===== src/rtl/dmem_access_unit_pkg.sv =====
// Shared definitions for the data-memory access unit.
// Contents: bus/lane geometry, the access FSM state type, RISC-V load/store
// funct3 encodings, and a helper that decides whether a request carries a
// funct3 the unit will act on.
package dmem_access_unit_pkg;

  localparam int DATA_W = 32;
  localparam int LANES  = 4;
  localparam int LANE_W = 8;

  typedef enum logic [1:0] {
    ST_IDLE = 2'd0,
    ST_REQ  = 2'd1,
    ST_WAIT = 2'd2,
    ST_DONE = 2'd3
  } state_t;

  localparam logic [2:0] F3_LB  = 3'b000;
  localparam logic [2:0] F3_LH  = 3'b001;
  localparam logic [2:0] F3_LW  = 3'b010;
  localparam logic [2:0] F3_LBU = 3'b100;
  localparam logic [2:0] F3_LHU = 3'b101;
  localparam logic [2:0] F3_SB  = 3'b000;
  localparam logic [2:0] F3_SH  = 3'b001;
  localparam logic [2:0] F3_SW  = 3'b010;

  // Stores only accept the signed-size encodings; loads also accept BU/HU.
  function automatic logic is_legal_f3(input logic is_store, input logic [2:0] f3);
    logic ok;
    ok = 1'b0;
    if (is_store)
      ok = (f3 == F3_SB) || (f3 == F3_SH) || (f3 == F3_SW);
    else
      ok = (f3 == F3_LB) || (f3 == F3_LH) || (f3 == F3_LW) ||
           (f3 == F3_LBU) || (f3 == F3_LHU);
    return ok;
  endfunction

endpackage


===== src/rtl/dmem_access_unit_lane_align.sv =====
// Combinational byte-lane steering for one access.
// Ports:
//   funct3     in  3  : access size (low two bits select B/H/W)
//   off        in  2  : byte offset within the word (addr[1:0])
//   store_data in  32 : store value, data in the low bits
//   be         out 4  : byte-lane enables
//   wdata      out 32 : store data moved onto its lanes
//   misaligned out 1  : size/offset combination crosses a natural boundary
// Legality of funct3 for the request type is decided by the caller; this
// block only looks at the size field.
module dmem_access_unit_lane_align
  import dmem_access_unit_pkg::*;
(
  input  logic [2:0]        funct3,
  input  logic [1:0]        off,
  input  logic [DATA_W-1:0] store_data,
  output logic [LANES-1:0]  be,
  output logic [DATA_W-1:0] wdata,
  output logic              misaligned
);

  always_comb begin
    be         = '0;
    misaligned = 1'b0;
    case (funct3[1:0])
      2'b00: be = 4'b0001 << off;
      2'b01: begin
        be         = 4'b0011 << off;
        misaligned = off[0];
      end
      2'b10: begin
        be         = 4'b1111;
        misaligned = (off != 2'b00);
      end
      default: begin
        be         = '0;
        misaligned = 1'b0;
      end
    endcase
  end

  // Upper bytes shifted past bit 31 are simply dropped.
  assign wdata = store_data << {off, 3'b000};

endmodule


===== src/rtl/dmem_access_unit.sv =====
// Memory-stage access controller: converts a load/store request into a
// word-aligned, byte-enabled single-port bus transaction and stalls the
// pipeline until it completes. Read data is returned right-aligned.
// Ports:
//   clk, rst (sync, active-high)
//   mem_read, mem_write, funct3, addr, store_data : request from MEM stage
//   stall      : holds IF..MEM while the access is in flight
//   misaligned : combinational misalignment flag (no bus activity)
//   load_word  : registered read word, shifted right by 8*addr[1:0]
//   bus_req/bus_we/bus_addr/bus_be/bus_wdata : registered bus request
//   bus_gnt, bus_rvalid, bus_rdata           : bus responses
module dmem_access_unit
  import dmem_access_unit_pkg::*;
(
  input  logic              clk,
  input  logic              rst,
  input  logic              mem_read,
  input  logic              mem_write,
  input  logic [2:0]        funct3,
  input  logic [31:0]       addr,
  input  logic [31:0]       store_data,
  output logic              stall,
  output logic              misaligned,
  output logic [31:0]       load_word,
  output logic              bus_req,
  output logic              bus_we,
  output logic [31:0]       bus_addr,
  output logic [3:0]        bus_be,
  output logic [31:0]       bus_wdata,
  input  logic              bus_gnt,
  input  logic              bus_rvalid,
  input  logic [31:0]       bus_rdata
);

  state_t      r_state;
  logic        r_bus_req;
  logic        r_bus_we;
  logic [31:0] r_bus_addr;
  logic [3:0]  r_bus_be;
  logic [31:0] r_bus_wdata;
  logic [31:0] r_load_word;
  logic [1:0]  r_off;

  logic        w_legal;
  logic        w_mis_raw;
  logic        w_start;
  logic [3:0]  w_be;
  logic [31:0] w_wdata;
  logic [31:0] w_rshift;

  dmem_access_unit_lane_align u_lane_align (
    .funct3     (funct3),
    .off        (addr[1:0]),
    .store_data (store_data),
    .be         (w_be),
    .wdata      (w_wdata),
    .misaligned (w_mis_raw)
  );

  // mem_write takes priority, so legality is judged against the store table
  // whenever it is high.
  assign w_legal = (mem_write || mem_read) && is_legal_f3(mem_write, funct3);

  assign misaligned = w_legal && w_mis_raw;
  assign w_start    = (r_state == ST_IDLE) && w_legal && !w_mis_raw;
  assign stall      = w_start || (r_state == ST_REQ) || (r_state == ST_WAIT);

  // Offset is taken from the registered copy so the shift matches the
  // access that was issued, not whatever is on addr now.
  assign w_rshift = bus_rdata >> {r_off, 3'b000};

  always_ff @(posedge clk) begin
    if (rst) begin
      r_state     <= ST_IDLE;
      r_bus_req   <= 1'b0;
      r_bus_we    <= 1'b0;
      r_bus_addr  <= '0;
      r_bus_be    <= '0;
      r_bus_wdata <= '0;
      r_load_word <= '0;
      r_off       <= '0;
    end else begin
      case (r_state)
        ST_IDLE: begin
          if (w_start) begin
            r_bus_addr  <= {addr[31:2], 2'b00};
            r_bus_be    <= w_be;
            r_bus_wdata <= w_wdata;
            r_bus_we    <= mem_write;
            r_off       <= addr[1:0];
            r_bus_req   <= 1'b1;
            r_state     <= ST_REQ;
          end
        end
        ST_REQ: begin
          if (bus_gnt) begin
            r_bus_req <= 1'b0;
            if (r_bus_we) begin
              r_state <= ST_DONE;
            end else if (bus_rvalid) begin
              r_load_word <= w_rshift;
              r_state     <= ST_DONE;
            end else begin
              r_state <= ST_WAIT;
            end
          end
        end
        ST_WAIT: begin
          if (bus_rvalid) begin
            r_load_word <= w_rshift;
            r_state     <= ST_DONE;
          end
        end
        // Inputs still show the finished instruction here, so they are ignored.
        ST_DONE: r_state <= ST_IDLE;
        default: r_state <= ST_IDLE;
      endcase
    end
  end

  assign bus_req   = r_bus_req;
  assign bus_we    = r_bus_we;
  assign bus_addr  = r_bus_addr;
  assign bus_be    = r_bus_be;
  assign bus_wdata = r_bus_wdata;
  assign load_word = r_load_word;

endmodule


===== config.mk =====
export PLATFORM = sky130hd
export DESIGN_NAME = dmem_access_unit
export DESIGN_NICKNAME = d
export VERILOG_FILES = /design/src/rtl/dmem_access_unit_pkg.sv /design/src/rtl/dmem_access_unit_lane_align.sv /design/src/rtl/dmem_access_unit.sv
export SDC_FILE = /design/constraint.sdc
export NUM_CORES = 1
export LEC_CHECK = 0
export ABC_AREA = 1
export BUFFER_PORTS_ARGS = -buffer_cell sky130_fd_sc_hd__buf_2
export CAP_MARGIN = 20
export CORE_MARGIN = 1
export CORE_UTILIZATION = 43
export DETAILED_ROUTE_END_ITERATION = 7
export PLACE_DENSITY = 0.78
export SLEW_MARGIN = 20
export SYNTH_ARGS = -nofsm -noshare
export SYNTH_HDL_FRONTEND = slang
export SYNTH_SLANG_ARGS = --single-unit

===== constraint.sdc =====
create_clock -name clk -period 1.65 [get_ports clk]
set_input_delay 0.0825 -clock clk [delete_from_list [all_inputs] [get_ports clk]]
set_output_delay 0.0825 -clock clk [all_outputs]
set_load 0.005 [all_outputs]

==> summary.txt, run 1 <==
Period Utilization, post-route: 94.4%
CTS tree: yes
count leader, synth: nand2_1
Arrival @ worst endpoint: 1.79 ns
H-tree Lvls: 3
IO Pins: 209
cell accounting for the most synthesized area: dfxtp_1
max-cap viol count: 0
Final Setup Violations: 0
Root Driver: clkbuf_16
pre-CTS WS: 0.118 ns
FILL cells: 1,003
PortBufs: 206
top post-synthesis cells by area: dfxtp_1 43%, nand2_1 9.7%, o21ai_0 7.9%
PD cells: 1230 mW/mm²
final hold vios: 0
routed wire length: 14,600 µm
cells after synthesis: 685
CP Class: register to register
antenna violations before repair: 0
Critical Path RT: 1.88 ns
Commonest cells post-synth: 127 x nand2_1, 104 x dfxtp_1, 99 x nor2_1, 77 x o21ai_0, 60 x a21oi_1
asr flop ratio synth: 0%
post-synthesis instance area: 0.00490 mm²
Die ar.: 0.0118 mm²
hpwl dp: 9680 µm
critical path fanouts, max: 23
peak supply drop: 802 µV
total power: 8.23 mW
minimum clock period: 1.56 ns
setup_tns: 0 ns
Max Clk Rate: 642 MHz
Initial Util: 44.6%
Die Ht: 109 µm
dpl cells: 997
Skew-Pair Late Insertion Delay: 0.34 ns
Yosys top cell area share: 42.5%
Via density: 5.10
Yosys reg bits: 104
worst hold path class: input pin to register
Non-Filler Instances: 1,049
DRC: 0
sequential area share after synthesis: 42.5%
Worst setup EP type: register
Via Count: 5,349
number of warning messages in the yosys log: 0
DRT Pass-1 Iters: 5
largest net degree at the start of global routing: 58
first-pass GRT wire length: 23,000 µm
antenna viol nets, final: 0
# rows: 38
nets: 1,016
Diodes inserted: 0
layout cells sized above 1: 29.2%
GR Util All Layers: 24.7%
max-slew violations: 0
TritonCTS Buffers: 9
Die Wd: 109 µm
Initial DRC Count: 204
synthesis-to-finish area growth: 37.2%
number of global-route vias before repair: 4,880
Lkg Pwr: 3.33 nW
wire per inst: 13.9 µm
clock buffer depth: 2
Reg clk slew, reported paths: 0.07 ns
clock sinks: 104
EDFF count, synth: 0
mean post-synth cell area: 7.15 µm²
Fin Hold WS: 0.0289 ns
Synth cell types: 33
status: completed
Worst R2R Setup Slack: 0.09 ns
clk_skew: 0.00687 ns
GP Congestion: 0.805
RSZ-0062 raised after global routing: no
final worst setup slack: 0.0916 ns
Setup crit start kind: register
total gr overflow: 0
Synth Flop Type: dfxtp_1
core box area: 0.0110 mm²
-- layer usage --
layer | up-vias | track usage (%) | part of all wire (%)
met5 | - | 0 | 0
met4 | 0 | 8.01 | 1.6
met3 | 17 | 6.04 | 6.7
met2 | 189 | 40.6 | 47
met1 | 2425 | 31.6 | 44
li1 | 2718 | - | -
-- critical path, cell delays in order, from the launching register on --
cell	delay, ns
dfxtp_1	0.35
inv_2	0.06
buf_4	0.15
ha_1	0.21
o21a_1	0.18
nand2_2	0.07
inv_2	0.06
buf_12	0.15
o21ai_0	0.16
a31oi_1	0.06
-- report_power, final --
part | switching [mW] | internal (mW) | total [mW]
Clock | 0.959 | 1.22 | 2.18
Combinational | 1.48 | 1.25 | 2.73
Sequential | 0.271 | 3.05 | 3.32
Total | 2.71 | 5.52 | 8.23
-- worst paths after layout --
check                     start            end  cells past startpoint
setup / recovery     r_state[0]  load_word[13]                      9
hold / removal    store_data[6]   bus_wdata[6]                      3
setup reg to reg     r_state[0]  load_word[13]                      9
hold reg to reg   bus_wdata[17]  bus_wdata[17]                      2
-- what timing repair did --
action | CTS | global route
gates resized for setup | 5 | 3
pin swaps | 1 | 1
setup buffers | 2 | 1
endpoints found under the hold margin | 31 | 0
endpoints found under the setup margin | 1 | 3
cloned | 2 | 0
hold buffers | 31 | 0
-- state kept, by name, summed over array words and instances (netlist names) --
| signal | count |
|---|---|
| bus_addr | 30 |
| bus_be | 4 |
| bus_req | 1 |
| bus_wdata | 32 |
| bus_we | 1 |
| load_word | 32 |
| r_off | 2 |
| r_state | 2 |
-- cells by family after synthesis --
| logic type | after synthesis | synth area share, % |
|---|---|---|
| AO/OA/AOI/OAI | 200 | 22.3 |
| adder cells (fa/ha/maj) | 7 | 1.79 |
| flip-flops | 104 | 42.5 |
| buffers and inverters | 91 | 9.53 |
| other | 1 | 0.0766 |
| AND/OR/NAND/NOR | 281 | 23.6 |
| multiplexers | 1 | 0.204 |
-- area by class of cell --
cell class                      count  area (µm²)  share of cell area [%]
Clock buffer                       10         239                    3.56
Clock inverter                      6        66.3                   0.987
Inverter                           33         126                    1.88
Multi-Input combinational cell    491        2360                    35.2
Sequential cell                   104        2080                    31.0
Tap cell                          140         175                    2.61
Timing Repair Buffer              265        1660                    24.8
-- through the flow --
step | instance area [µm²] | utilization (%)
after floorplan | 4900 | -
after global placement | 6000 | 54.6
after detailed placement | 6000 | 54.6
after CTS | 6710 | 61.1
after global routing | 6720 | 61.2
final | 6720 | 61.2
-- layout by cell type (no fill, tap or decap), types with 26 or more instances in the layout --
cell	Yosys	routed
inv_1	29	26
nand3_1	37	37
o21ai_1	28	30
nor2_1	99	99
buf_2	21	206
nand2_1	127	127
dlygate4sd3_1	0	31
a21oi_1	60	60
o21ai_0	77	75
dfxtp_1	104	103
No activity file was read; power rests on OpenSTA's default activity.
==> run 2: changes to the inputs <==
- ABC_AREA: 1 -> not set
- REMOVE_ABC_BUFFERS: not set -> 1
==> run 2 against run 1 <==
Effect of this change: the flow now finishes with violations (negative setup slack); worst setup slack worse by 0.12 ns; first-iteration DRC count is 66% higher; maximum frequency shrank 6.9%; largest power group unchanged; register-to-register slack got worse by 0.12 ns; clock power shrank 22%; via count down 3.9%; sequential power fell by 7.2%; synthesized cell count decreased by 13%; combinational power about the same; final cell count shrank 5.1%; die area shrank 2.0%.
==> summary.txt, run 2 <==
status: finished with violations
violated checks: negative setup slack
RSZ-0062 raised after global routing: yes
H-tree Lvls: 3
antenna viol nets, final: 0
DRT Pass-1 Iters: 5
Initial Util: 44.3%
largest net degree at the start of global routing: 49
PortBufs: 206
number of global-route vias before repair: 4,626
total gr overflow: 0
final worst setup slack: -0.0245 ns
Root Driver: clkbuf_8
minimum clock period: 1.67 ns
Die ar.: 0.0116 mm²
max-cap viol count: 0
EDFF count, synth: 0
fin area: 0.00697 mm²
peak supply drop: 592 µV
DRC: 0
Via density: 5.17
Skew-Pair Late Insertion Delay: 0.36 ns
count leader, synth: nand2_1
GP Congestion: 0.858
layout cells sized above 1: 34.5%
hold depth: 3
crit path buf inv count: 2
worst hold path class: input pin to register
Worst path slowest cell: dfxtp_2
routed wire length: 14,700 µm
Commonest cells post-synth: 113 x nand2_1, 104 x dfxtp_1, 86 x a21oi_1, 52 x nor2_1
synthesis-to-finish area growth: 45.3%
Worst setup EP type: register
Critical Path RT: 1.90 ns
Via Count: 5,142
hpwl dp: 9730 µm
TritonCTS Buffers: 9
final hold vios: 0
max_slew headroom: 54.7%
Diodes inserted: 0
fin util: 64.3%
CTS tree: yes
critical path depth: 8
Die Ht: 108 µm
clock sinks: 104
FILL cells: 929
GR Util All Layers: 23.9%
Yosys reg bits: 104
mean post-synth cell area: 8.04 µm²
PD cells: 1070 mW/mm²
Final Setup Violations: 14
Setup crit start kind: register
Period Utilization, post-route: 101%
Arrival @ worst endpoint: 1.93 ns
CP Class: register to register
max-slew violations: 0
antenna violations before repair: 0
# rows: 38
first-pass GRT wire length: 22,000 µm
most frequent cells in the layout: 205 x buf_2, 113 x nand2_1, 102 x dfxtp_1
Reg clk slew, reported paths: 0.10 ns
critical path fanouts, max: 12
Max Clk Rate: 597 MHz
CP Cell Sequence: inv_4 > ha_4 > and3b_2 > o21ai_4 > clkbuf_16 > a211oi_1 > a21oi_1 > nor2_1
CP max stage delay: 0.36 ns
wire per inst: 14.8 µm
Synth Flop Type: dfxtp_1
clock buffer depth: 2
asr flop ratio synth: 0%
Yosys top cell area share: 43.4%
core box area: 0.0108 mm²
r2r worst-path depth: 8
Placement Cell Area: 0.00618 mm²
cell accounting for the most synthesized area: dfxtp_1
Die Wd: 108 µm
most common cell after layout, fill and taps aside: buf_2
cells after synthesis: 597
IO Pins: 209
sequential area share after synthesis: 43.4%
post-synthesis instance area: 0.00480 mm²
number of warning messages in the yosys log: 0
Initial DRC Count: 339
nets: 963
clk_skew: 0.0199 ns
Lkg Pwr: 3.11 nW
top post-synthesis cells by area: dfxtp_1 43%, a21oi_1 9.0%, nand2_1 8.8%
Synth cell types: 38
crit-path leading delay family: compound AO/OA/AOI/OAI gates
Worst-Margin Slew: 0.679 ns
==> run 2: cell type report <==
class,count,area (µm²),share of cell area (%)
Multi-Input combinational cell,436,2540,36.4
Sequential cell,104,2090,29.9
Timing Repair Buffer,293,1930,27.7
Tap cell,140,175,2.51
Clock buffer,11,131,1.88
Clock inverter,4,77.6,1.11
Inverter,7,31.3,0.449
==> run 2: cells by family after synthesis <==
group	share of synthesized area [%]
adder cells (fa/ha/maj)	1.83
buffers and inverters	5.48
other	0.0782
flip-flops	43.4
AND/OR/NAND/NOR	23.1
AO/OA/AOI/OAI	17.4
multiplexers	8.66
==> run 2: final timing paths <==
path	start	end	slack, ns
min	bus_rdata[25]	load_word[25]	0.02
max	r_state[1]	load_word[0]	-0.02
min reg2reg	bus_wdata[29]	bus_wdata[29]	0.46
max reg2reg	r_state[1]	load_word[0]	-0.02
==> run 2: power breakdown <==
group          internal [mW]  leakage [nW]  switching [mW]
Sequential              2.88         0.847           0.203
Clock                  0.858         0.104           0.853
Combinational           1.30          2.16            1.40
==> run 2: tightest hold or removal path: stages <==
cell,delay (ns)
buf_2,0.12
nand3_1,0.07
a21oi_1,0.06
==> run 2: per-stage QoR <==
step	power (mW)	setup WS [ns]	TNS, ns	hold slack, ns	cells
3_5_place_dp	5.47	-0.246	-9.85	0.331	932
6_report	7.49	-0.0245	-0.178	0.0174	995
4_1_cts	7.27	0.00334	0	0.00179	989
5_1_grt	7.96	-0.0798	-1.61	0.00468	995
3_3_place_gp	5.44	-0.153	-5.85	0.325	932
2_1_floorplan	4.28	-2.12	-163.87	0.152	547
==> run 2: layer usage <==
layer / GRT usage (%) / vias up / share of wire, %
met3: 3.33 / 34 / 4.7
met4: 11.6 / 0 / 3.0
met1: 28.2 / 2356 / 41
met5: 0 / - / 0
li1: - / 2577 / -
met2: 42.4 / 175 / 51
==> run 2: timing repair <==
| action | in CTS | in global routing |
|---|---|---|
| buffers inserted | 1 | 4 |
| cloned | 0 | 3 |
| hold buffers | 41 | 0 |
| pin swaps | 1 | 4 |
| endpoints found under the hold margin | 41 | 0 |
| gates resized for setup | 5 | 14 |
| endpoints found under the setup margin | 8 | 39 |
